`src/rtl/event_counter_pkg.sv`:
```
// Shared constants and helpers for the event counter slice.
package event_counter_pkg;

   localparam int DEFAULT_WIDTH = 32;

   // Prescaler counter width; at least one bit so PRESCALE=1 still builds.
   function automatic int psc_width(input int prescale);
      return (prescale <= 2) ? 1 : $clog2(prescale);
   endfunction

endpackage

```
`src/rtl/event_counter_if.sv`:
```
// Request and status bundle between the event counter and whoever drives it.
import event_counter_pkg::*;

interface event_counter_if #(
   parameter int WIDTH = DEFAULT_WIDTH
);
   logic             inc;
   logic             dec;
   logic             clear;
   logic             load;
   logic [WIDTH-1:0] load_value;
   logic [WIDTH-1:0] count;
   logic             zero;
   logic             tc;
   logic             ovf;
   logic             unf;

   modport master (
      output inc, dec, clear, load, load_value,
      input  count, zero, tc, ovf, unf
   );

   modport slave (
      input  inc, dec, clear, load, load_value,
      output count, zero, tc, ovf, unf
   );
endinterface

```
`src/rtl/event_prescaler.sv`:
```
// Divides inc events by PRESCALE; tick fires on the PRESCALE-th event.
// Only instantiated when EVENT_COUNTER_PRESCALE_EN is defined.
module event_prescaler
   import event_counter_pkg::*;
#(
   parameter int PRESCALE = 1
) (
   input  logic clock,
   input  logic reset,
   input  logic clr,
   input  logic ev,
   output logic tick
);
   localparam int            PW   = psc_width(PRESCALE);
   localparam logic [PW-1:0] LAST = PW'(PRESCALE - 1);

   logic [PW-1:0] cnt_q;

   assign tick = ev & ~clr & (cnt_q == LAST);

   // Event counter, restarts on clr and after each tick.
   always_ff @(posedge clock or posedge reset) begin
      if (reset) begin
         cnt_q <= '0;
      end else if (clr) begin
         cnt_q <= '0;
      end else if (ev) begin
         cnt_q <= (cnt_q == LAST) ? '0 : cnt_q + PW'(1);
      end
   end
endmodule

```
`src/rtl/event_counter.sv`:
```
// Up/down event counter with clear/load, limit pulse and sticky flags.
// Optional inc prescaler enabled by defining EVENT_COUNTER_PRESCALE_EN.
module event_counter
   import event_counter_pkg::*;
#(
   parameter int               WIDTH     = DEFAULT_WIDTH,
   parameter logic [WIDTH-1:0] MAX_COUNT = {WIDTH{1'b1}},
   parameter bit               SATURATE  = 1'b0,
   parameter int               PRESCALE  = 1
) (
   input  logic          clock,
   input  logic          reset,
   event_counter_if.slave bus
);
   logic             up_req;
   logic             down_req;
   logic             up_step;
   logic [WIDTH-1:0] count_q;
   logic             tc_q;
   logic             ovf_q;
   logic             unf_q;

   // inc and dec together cancel out.
   assign up_req   = bus.inc & ~bus.dec;
   assign down_req = bus.dec & ~bus.inc;

`ifdef EVENT_COUNTER_PRESCALE_EN
   event_prescaler #(
      .PRESCALE (PRESCALE)
   ) u_prescaler (
      .clock (clock),
      .reset (reset),
      .clr   (bus.clear | bus.load),
      .ev    (up_req),
      .tick  (up_step)
   );
`else
   wire unused_prescale = (PRESCALE != 0);
   assign up_step = up_req;
`endif

   // Count register and flags; clear beats load beats inc/dec.
   always_ff @(posedge clock or posedge reset) begin
      if (reset) begin
         count_q <= '0;
         tc_q    <= 1'b0;
         ovf_q   <= 1'b0;
         unf_q   <= 1'b0;
      end else begin
         tc_q <= 1'b0;
         if (bus.clear) begin
            count_q <= '0;
            ovf_q   <= 1'b0;
            unf_q   <= 1'b0;
         end else if (bus.load) begin
            count_q <= (bus.load_value > MAX_COUNT) ? MAX_COUNT : bus.load_value;
         end else if (up_step) begin
            if (count_q == MAX_COUNT) begin
               count_q <= SATURATE ? MAX_COUNT : '0;
               tc_q    <= 1'b1;
               ovf_q   <= 1'b1;
            end else begin
               count_q <= count_q + WIDTH'(1);
            end
         end else if (down_req) begin
            if (count_q == '0) begin
               count_q <= SATURATE ? '0 : MAX_COUNT;
               tc_q    <= 1'b1;
               unf_q   <= 1'b1;
            end else begin
               count_q <= count_q - WIDTH'(1);
            end
         end
      end
   end

   assign bus.count = count_q;
   assign bus.zero  = (count_q == '0);
   assign bus.tc    = tc_q;
   assign bus.ovf   = ovf_q;
   assign bus.unf   = unf_q;
endmodule

```
`src/flat_wrapper.sv`:
```
// flat-port wrapper written by rule: the top's interface ports become plain ports
module event_counter_flat import event_counter_pkg::*;
#(
   parameter int               WIDTH     = DEFAULT_WIDTH,
   parameter logic [WIDTH-1:0] MAX_COUNT = {WIDTH{1'b1}},
   parameter bit               SATURATE  = 1'b0,
   parameter int               PRESCALE  = 1
)
  (clock, reset, bus_inc, bus_dec, bus_clear, bus_load, bus_load_value, bus_count, bus_zero, bus_tc, bus_ovf, bus_unf);
  event_counter_if #(.WIDTH(WIDTH)) bus_i ();
  input  logic clock;
  input  logic reset;
  input wire logic [$bits(bus_i.inc)-1:0] bus_inc;
  input wire logic [$bits(bus_i.dec)-1:0] bus_dec;
  input wire logic [$bits(bus_i.clear)-1:0] bus_clear;
  input wire logic [$bits(bus_i.load)-1:0] bus_load;
  input wire logic [$bits(bus_i.load_value)-1:0] bus_load_value;
  output wire logic [$bits(bus_i.count)-1:0] bus_count;
  output wire logic [$bits(bus_i.zero)-1:0] bus_zero;
  output wire logic [$bits(bus_i.tc)-1:0] bus_tc;
  output wire logic [$bits(bus_i.ovf)-1:0] bus_ovf;
  output wire logic [$bits(bus_i.unf)-1:0] bus_unf;
  assign bus_i.inc = bus_inc;
  assign bus_i.dec = bus_dec;
  assign bus_i.clear = bus_clear;
  assign bus_i.load = bus_load;
  assign bus_i.load_value = bus_load_value;
  assign bus_count = bus_i.count;
  assign bus_zero = bus_i.zero;
  assign bus_tc = bus_i.tc;
  assign bus_ovf = bus_i.ovf;
  assign bus_unf = bus_i.unf;
  event_counter #(.WIDTH(WIDTH), .MAX_COUNT(MAX_COUNT), .SATURATE(SATURATE), .PRESCALE(PRESCALE)) u_core (.clock(clock), .reset(reset), .bus(bus_i));
endmodule
```
`config.mk`:
```
export PLATFORM = sky130hd
export DESIGN_NAME = event_counter_flat
export DESIGN_NICKNAME = d
export VERILOG_FILES = /design/src/rtl/event_counter_pkg.sv /design/src/rtl/event_counter_if.sv /design/src/rtl/event_prescaler.sv /design/src/rtl/event_counter.sv /design/src/flat_wrapper.sv
export SDC_FILE = /design/constraint.sdc
export NUM_CORES = 1
export LEC_CHECK = 0
export CORE_ASPECT_RATIO = 0.5
export CORE_MARGIN = 2
export CORE_UTILIZATION = 25
export CTS_BUF_LIST = sky130_fd_sc_hd__clkbuf_8
export DETAILED_ROUTE_END_ITERATION = 10
export SYNTH_ARGS = -nofsm -noshare
export SYNTH_HDL_FRONTEND = slang
export SYNTH_HIERARCHICAL = 1
export SYNTH_SLANG_ARGS = --single-unit
```
`constraint.sdc`:
```
create_clock -name clock -period 3.1 [get_ports clock]
set_input_delay 0.465 -clock clock [delete_from_list [all_inputs] [get_ports clock]]
set_output_delay 0.465 -clock clock [all_outputs]
set_load 0.02 [all_outputs]
```
# == Word-level counts from Yosys, hierarchy flattened ==
# Cells that the tools add are included.
# totals
regBits,35
input_bits,38
out_inout_bits,36
word_cells,44
# op_classes
n_addsub,2
n_lt_le_gt_ge,1
n_eq_ne,3
mux,22
bitwise_logic,4
reduce_logical,8
# op_table
op,n
$mux W32,7
$add A32 B1 Y32 const B,1
$eq A32 B32 Y1 const B,1
$gt A32 B32 Y1 const B,1
$logic_not A32 Y1,1
$sub A32 B1 Y32 const B,1
$mux W1,15
$reduce_bool A2 Y1,4
$ne A2 B2 Y1 const B,2
$reduce_and A4 Y1,1
$reduce_bool A4 Y1,1
$reduce_and A3 Y1,1
$and A1 B1 Y1,2
$not A1 Y1,2

# == Logic depth before layout (Yosys ltp) ==
# Gate-level depths: netlist of run 1.
# depth
word_depth,6
mapped_depth,10
mapped_depth_nobuf,9

# == Least setup slack after synthesis of run 1 ==
# No wires, ideal clock.
# synth_timing
kind,register -> register
startpoint,"reg u_core.count_q[6], in the netlist u_core/bus.count[6]"
endpoint,"reg u_core.count_q[21], in the netlist u_core/bus.count[21]"
setup_time_ns,0.082
arrival_ns,2.295
setup_slack_ns,0.723
path_stages_with_launch,10
n_path_buf,2
synth_period_minus_slack_ns,2.377
path_cell_list,dfrtp_1 -> buf_6 -> nor4_4 -> nand4b_1 -> or3_4 -> inv_2 -> buf_6 -> nor3_1 -> or3_1 -> a31oi_1
# synth_via
elab_chain_cells,6
elab_cells_between_ends,10
cone_classes,add/sub: 2; eq/ne: 1; mux: 6; reduce/logical: 1
# synth_lines
item,line_no,source
start: declaration,event_counter.sv:18,logic [WIDTH-1:0] count_q;
start signal: assignment,event_counter.sv:56,count_q <= (bus.load_value > MAX_COUNT) ? MAX_COUNT : bus.load_value;
start signal: assignment,event_counter.sv:59,count_q <= SATURATE ? MAX_COUNT : '0;
start signal: assignment,event_counter.sv:63,count_q <= count_q + WIDTH'(1);
$logic_not A32 Y1,-,
via bus_zero,flat_wrapper.sv:19,output wire logic [$bits(bus_i.zero)-1:0] bus_zero;
$mux W32,event_counter.sv:66,if (count_q == '0) begin
$mux W32,event_counter.sv:65,end else if (down_req) begin
$mux W32,event_counter.sv:57,end else if (up_step) begin
$mux W32,event_counter.sv:55,end else if (bus.load) begin
$mux W32,event_counter.sv:51,if (bus.clear) begin
# The timed path passes the listed nets, and every way through them passes these cells. The select of a mux whose other input is x is not followed.
# A chain may end at the register's enable or synchronous reset.

# == Worst setup path after layout of run 1 ==
# layout_timing
startpoint,"reg u_core.count_q[24], in the netlist u_core/bus.count[24]"
endpoint,out bus_zero
# layout_via
elab_chain_cells,1
# layout_lines
item,line_no,source
$logic_not A32 Y1,event_counter.sv:78,assign bus.zero = (count_q == '0);
end: declaration,flat_wrapper.sv:19,
# Every way passes these cells.

==> results of run 1 <==
[critical path, stage by stage, from the launching register on]
cell,delay (ps)
dfrtp_1,490
nor4_1,600
nand4_1,180
or3_4,370
inv_2,70
clkdlybuf4s50_1,590
[cell families after synthesis]
family / after synthesis
AO/OA/AOI/OAI: 140
XOR/XNOR: 7
adder cells (fa/ha/maj): 5
buffers and inverters: 61
flip-flops: 35
multiplexers: 4
AND/OR/NAND/NOR: 203
[metal layers]
metal / GRT usage (%) / wire length, µm / vias to the layer above
met5: 0 / 0 / -
met2: 27.7 / 5630 / 163
met1: 25.8 / 6230 / 1940
li1: - / - / 1870
met4: 4.00 / 154 / 0
met3: 2.74 / 815 / 14
[registers in the layout (all words and copies together) (netlist names)]
| register | cells |
|---|---|
| u_core/bus.ovf | 1 |
| u_core/bus.unf | 1 |
| u_core/bus.count | 32 |
| u_core/bus.tc | 1 |
[where the power goes]
group	internal (mW)	switching [mW]	leakage (nW)
combinational	0.324	0.374	1.15
sequential	0.500	0.0988	0.459
clock	0.203	0.198	0.0505
total	1.03	0.671	1.66
[per-stage QoR]
stage          utilization, %  total power, mW  setup slack [ps]  instances  instance area, µm²
2_1_floorplan               -            0.995               723        455                3390
4_1_cts                  33.9             1.69              57.6        703                4540
3_5_place_dp             33.1             1.29               280        695                4440
5_1_grt                  34.0             1.81              3.83        703                4560
6_report                 34.0             1.70              26.8        703                4560
3_3_place_gp             33.1             1.28               367        695                4440
[worst paths after layout]
check,to,from,slack (ps)
worst max-delay path,bus_zero,u_core/bus.count[24],30
worst min-delay path,u_core/bus.unf,u_core/bus.unf,530
worst max register to register,u_core/bus.count[30],u_core/bus.count[0],420
worst min register to register,u_core/bus.unf,u_core/bus.unf,530
max in group asynchronous,u_core/bus.ovf,reset,2170
min in group asynchronous,u_core/bus.count[6],reset,570
[final cells by class]
| type | instances | area, µm² |
|---|---|---|
| timing repair buffer | 109 | 1030 |
| multi-input combinational | 359 | 2270 |
| sequential | 35 | 876 |
| tap | 176 | 220 |
| clock buffer | 7 | 96.3 |
| clock inverter | 1 | 7.51 |
| inverter | 16 | 60.1 |
| fill | 1389 | 8840 |
[cell usage in the layout, fill, tap and decap left out, drive strengths merged, types with 5 or more instances in the layout]
master / instances
a31oi: 12
nand3: 27
nand2: 38
dfrtp: 35
a22oi: 14
or3: 9
nor4: 16
buf: 36
a21oi: 32
o21ai: 24
o211ai: 5
ha: 5
inv: 15
a221o: 5
clkbuf: 7
and2: 6
nor3: 18
or4: 7
o31ai: 7
nand4: 20
clkdlybuf4s50: 73
nor2: 35
==> impl_results.md, run 1 <==
* Status: complete, no violations
* Final Max Tran Viols at 0
* Worst-Margin Slew at 696 ps
* CP max FO at 12
* Num CTS Buffers at 5
* Post-CTS setup buffers at 0
* Commonest cells post-synth: nand2_1, dfrtp_1, nor2_1
* Final ANT Viol Nets at 0
* Adder-cell area share of the yosys netlist at 1.84%
* Sequential-to-total area share from yosys stat at 25.8%
* Total grt overflow at 0
* CTS Root Cell: clkbuf_8
* Relative slew slack at 53.2%
* Critical path required time at 2630 ps
* Setup-failing EPs final at 0
* TNS Setup at 0 ps
* Via count at 3,987
* Core Region at 0.0134 mm²
* Detailed placement HPWL at 9070 µm
* Die W at 169 µm
* Die area at 0.0146 mm²
* Nets at 569
* # H-tree levels at 2
* Ys Warns at 6
* FMAX at 325 MHz
* Initial Util at 25.3%
* Initial antenna violation count at 0
* Top-count cell post-synth: nand2_1
* Clock Skew at 13.8 ps
* Max Cap Viol at 0
* Residual DRC count at 0
* Leakage at 1.66 nW
* Routed vias/inst at 5.67
* Synth Flop Type: dfrtp_1
* Xor and xnor area share after synthesis at 1.81%
* Syn Inst Count at 455
* WHS Path Cells at 2
* Placer Congestion at 0.923
* Hold Fails Final Rpt at 0
* Chip Height at 86.4 µm
* Tmin final at 3070 ps
* Worst hold slack at 530 ps
* Critical path startpoint category: register
* Buffers on Ports at 73
* Synth Area in Compound Gates at 28.0%
* Synth area leaders: dfrtp_1, a21oi_1, nand2_1
* Area leader, netlist: dfrtp_1
* Area Overhead vs Synth at 34.4%
* Largest net degree at the start of global routing at 52
* PwrDens at 372 mW/mm²
* Synth Register Bits at 35
* Worst VDD drop at 0.000127 V
* Synth Area in Simple Gates at 33.7%
* Clk sinks at 35
* Crit path kind: register to output port
* Post-synthesis mux area share at 1.22%
* Syn nets at 498
* Final wirelength at 12,800 µm
* Yosys top cell area share at 25.8%
* Worst Reg-to-Reg Cells at 8
* Final period util at 99.1%
* DR iter-0 viols at 396
* PostCTS Resize Cnt at 0
* EDFF count, synth at 0
* First-pass DRT Iterations at 5
* CTS Hold Bufs at 0
* Post-synth ARST share at 100%
* Worst-skew pair later-pin latency at 320 ps
* Number of global-route vias before repair at 3,760
* GRT Overall Usage at 17.7%
* Synthesized area at 0.00339 mm²
* Max clock buf depth at 2
* Setup crit end kind: output port
* Netlist cell types at 69
* # rows at 30
* Syn_area_per_cell at 7.45 µm²
* Unrepaired setup endpoints after global routing: no
* Proportion of layout cells with a drive suffix above 1 at 11.6%
* Min-delay worst type: register to register
* CTS tree: done
* First-pass GRT wire length at 20,500 µm
* CP Data Arrival Time at 2610 ps
* Ant. Diodes at 0
* Average wire per standard cell at 18.3 µm
* Largest family of logic cells by synthesized area: simple AND/OR/NAND/NOR gates
* I/O pin cnt at 74
* Clock slew at the register clock pins of the worst setup and hold paths at 80 ps
No activity file was read; power rests on OpenSTA's default activity.
==> run 2: changes to the inputs <==
--- a/config.mk
+++ b/config.mk
@@ -7,9 +7,10 @@
 export LEC_CHECK = 0
 export CORE_ASPECT_RATIO = 0.5
 export CORE_MARGIN = 2
-export CORE_UTILIZATION = 25
+export CORE_UTILIZATION = 53
 export CTS_BUF_LIST = sky130_fd_sc_hd__clkbuf_8
 export DETAILED_ROUTE_END_ITERATION = 10
+export PLACE_DENSITY = 0.83
 export SYNTH_ARGS = -nofsm -noshare
 export SYNTH_HDL_FRONTEND = slang
 export SYNTH_HIERARCHICAL = 1
==> impl_results.md, run 2 (synthesis results as in run 1) <==
* Status: complete, no violations
* Nets at 570
* Worst flop-to-flop path endpoint: u_core/bus.count[18]
* Max clock buf depth at 2
* Via count at 4,201
* CTS Hold Bufs at 0
* Die area at 0.00709 mm²
* Post-CTS setup buffers at 0
* Min-delay worst type: register to register
* Residual DRC count at 0
* Unrepaired setup endpoints after global routing: no
* PwrDens at 393 mW/mm²
* Setup crit end kind: output port
* Final wirelength at 12,200 µm
* CP Data Arrival Time at 2520 ps
* Power, Total at 1.75 mW
* Commonest non-fill, non-tap cell in the layout: clkdlybuf4s50_1
* Initial antenna violation count at 0
* R2r startpoint: u_core/bus.count[24]
* Max FFs per register at 32
* CTS tree: done
* Proportion of layout cells with a drive suffix above 1 at 11.9%
* Worst VDD drop at 0.000199 V
* Fillers at 510
* First-pass GRT wire length at 19,100 µm
* Largest net degree at the start of global routing at 52
* Max Cap Viol at 0
* Relative slew slack at 41.9%
* Design Area, Final at 0.00446 mm²
* Num CTS Buffers at 5
* Hold Fails Final Rpt at 0
* WHS Path Cells at 2
* DR iter-0 viols at 630
* Chip Height at 60.6 µm
* # H-tree levels at 2
* Die W at 117 µm
* CP max FO at 8
* Core Region at 0.00613 mm²
* Area Overhead vs Synth at 31.6%
* Final Max Tran Viols at 0
* Clock slew at the register clock pins of the worst setup and hold paths at 80 ps
* I/O pin cnt at 74
* Setup-failing EPs final at 0
* Worst-Margin Slew at 870 ps
* Critical path required time at 2630 ps
* Clk sinks at 35
* Placer Congestion at 0.993
* Area after DPL at 0.00433 mm²
* FMAX at 335 MHz
* Hold path start: u_core/bus.ovf
* Final period util at 96.4%
* Endpoint, Worst Hold: u_core/bus.ovf
* CTS Root Cell: clkbuf_8
* Register-to-register setup slack at 270 ps
* Final ANT Viol Nets at 0
* # rows at 20
* TNS Setup at 0 ps
* GRT Overall Usage at 35.4%
* Routed vias/inst at 6.82
* Total grt overflow at 0
* Number of global-route vias before repair at 3,717
* Ant. Diodes at 0
* Crit path kind: register to output port
* Worst Reg-to-Reg Cells at 7
* Critical path startpoint category: register
* Average wire per standard cell at 19.8 µm
* First-pass DRT Iterations at 6
* Worst-skew pair later-pin latency at 300 ps
* Detailed placement HPWL at 8610 µm
* Buffers on Ports at 73
* PostCTS Resize Cnt at 1
* Clock Skew at 8.30 ps
* Tmin final at 2990 ps
* Most frequent cells in the layout: clkdlybuf4s50_1, nand2_1, buf_4
* Initial Util at 55.3%
* Leakage at 1.68 nW
==> run 2: cell types whose count changed in the layout (fill, tap and decap cells not counted), sizes merged <==
cell,change
buf,+1
bufinv,+1
clkbuf,-1
clkinv,+1
clkinvlp,-1
==> run 2: critical path: stages, from the launching register on <==
cell and delay, ps:
dfrtp_1 460, nor4_1 470, nand2_1 170, or3_4 430
inv_2 70, clkdlybuf4s50_1 620
==> run 2: where the power goes <==
group          total (mW)  internal, mW  switching [mW]
Clock               0.453         0.261           0.192
Sequential          0.602         0.500           0.102
Combinational       0.696         0.320           0.376
==> run 2: how the worst max path moves through the flow <==
stage	startpoint	to	slack, ps	depth (start not counted)
after CTS	u_core/bus.count[10]	bus_zero	30	5
after global placement	u_core/bus.count[9]	bus_zero	340	5
after floorplan	u_core/bus.count[6]	u_core/bus.count[21]	720	9
after detailed placement	u_core/bus.count[9]	bus_zero	310	5
after global routing	u_core/bus.count[10]	bus_zero	20	5
final	u_core/bus.count[21]	bus_zero	110	5
==> run 2: through the flow <==
stage | hold WS (ps) | instances | setup WS, ps | util, %
after floorplan | 599 | 455 | 723 | -
after global placement | 490 | 608 | 341 | 70.6
after detailed placement | 507 | 608 | 314 | 70.6
after CTS | 530 | 616 | 32.5 | 72.6
after global routing | 555 | 616 | 21.5 | 72.8
final | 523 | 616 | 111 | 72.8
==> run 2: per-layer routing <==
layer | vias up | global-route usage [%] | wire (µm)
li1 | 1881 | - | -
met5 | - | 0 | 0
met4 | 0 | 9.24 | 179
met2 | 355 | 52.7 | 5110
met3 | 26 | 8.99 | 1860
met1 | 1939 | 51.6 | 5040
==> run 2: layout make-up <==
class	instances	area, µm²	share of cell area (%)
clock buffers	6	82.6	1.85
inverters	16	60.1	1.35
flip-flops and latches	35	876	19.6
clock inverters	2	35.0	0.785
repair buffers	110	1020	22.9
well taps	88	110	2.47
multi-input cells	359	2280	51.1
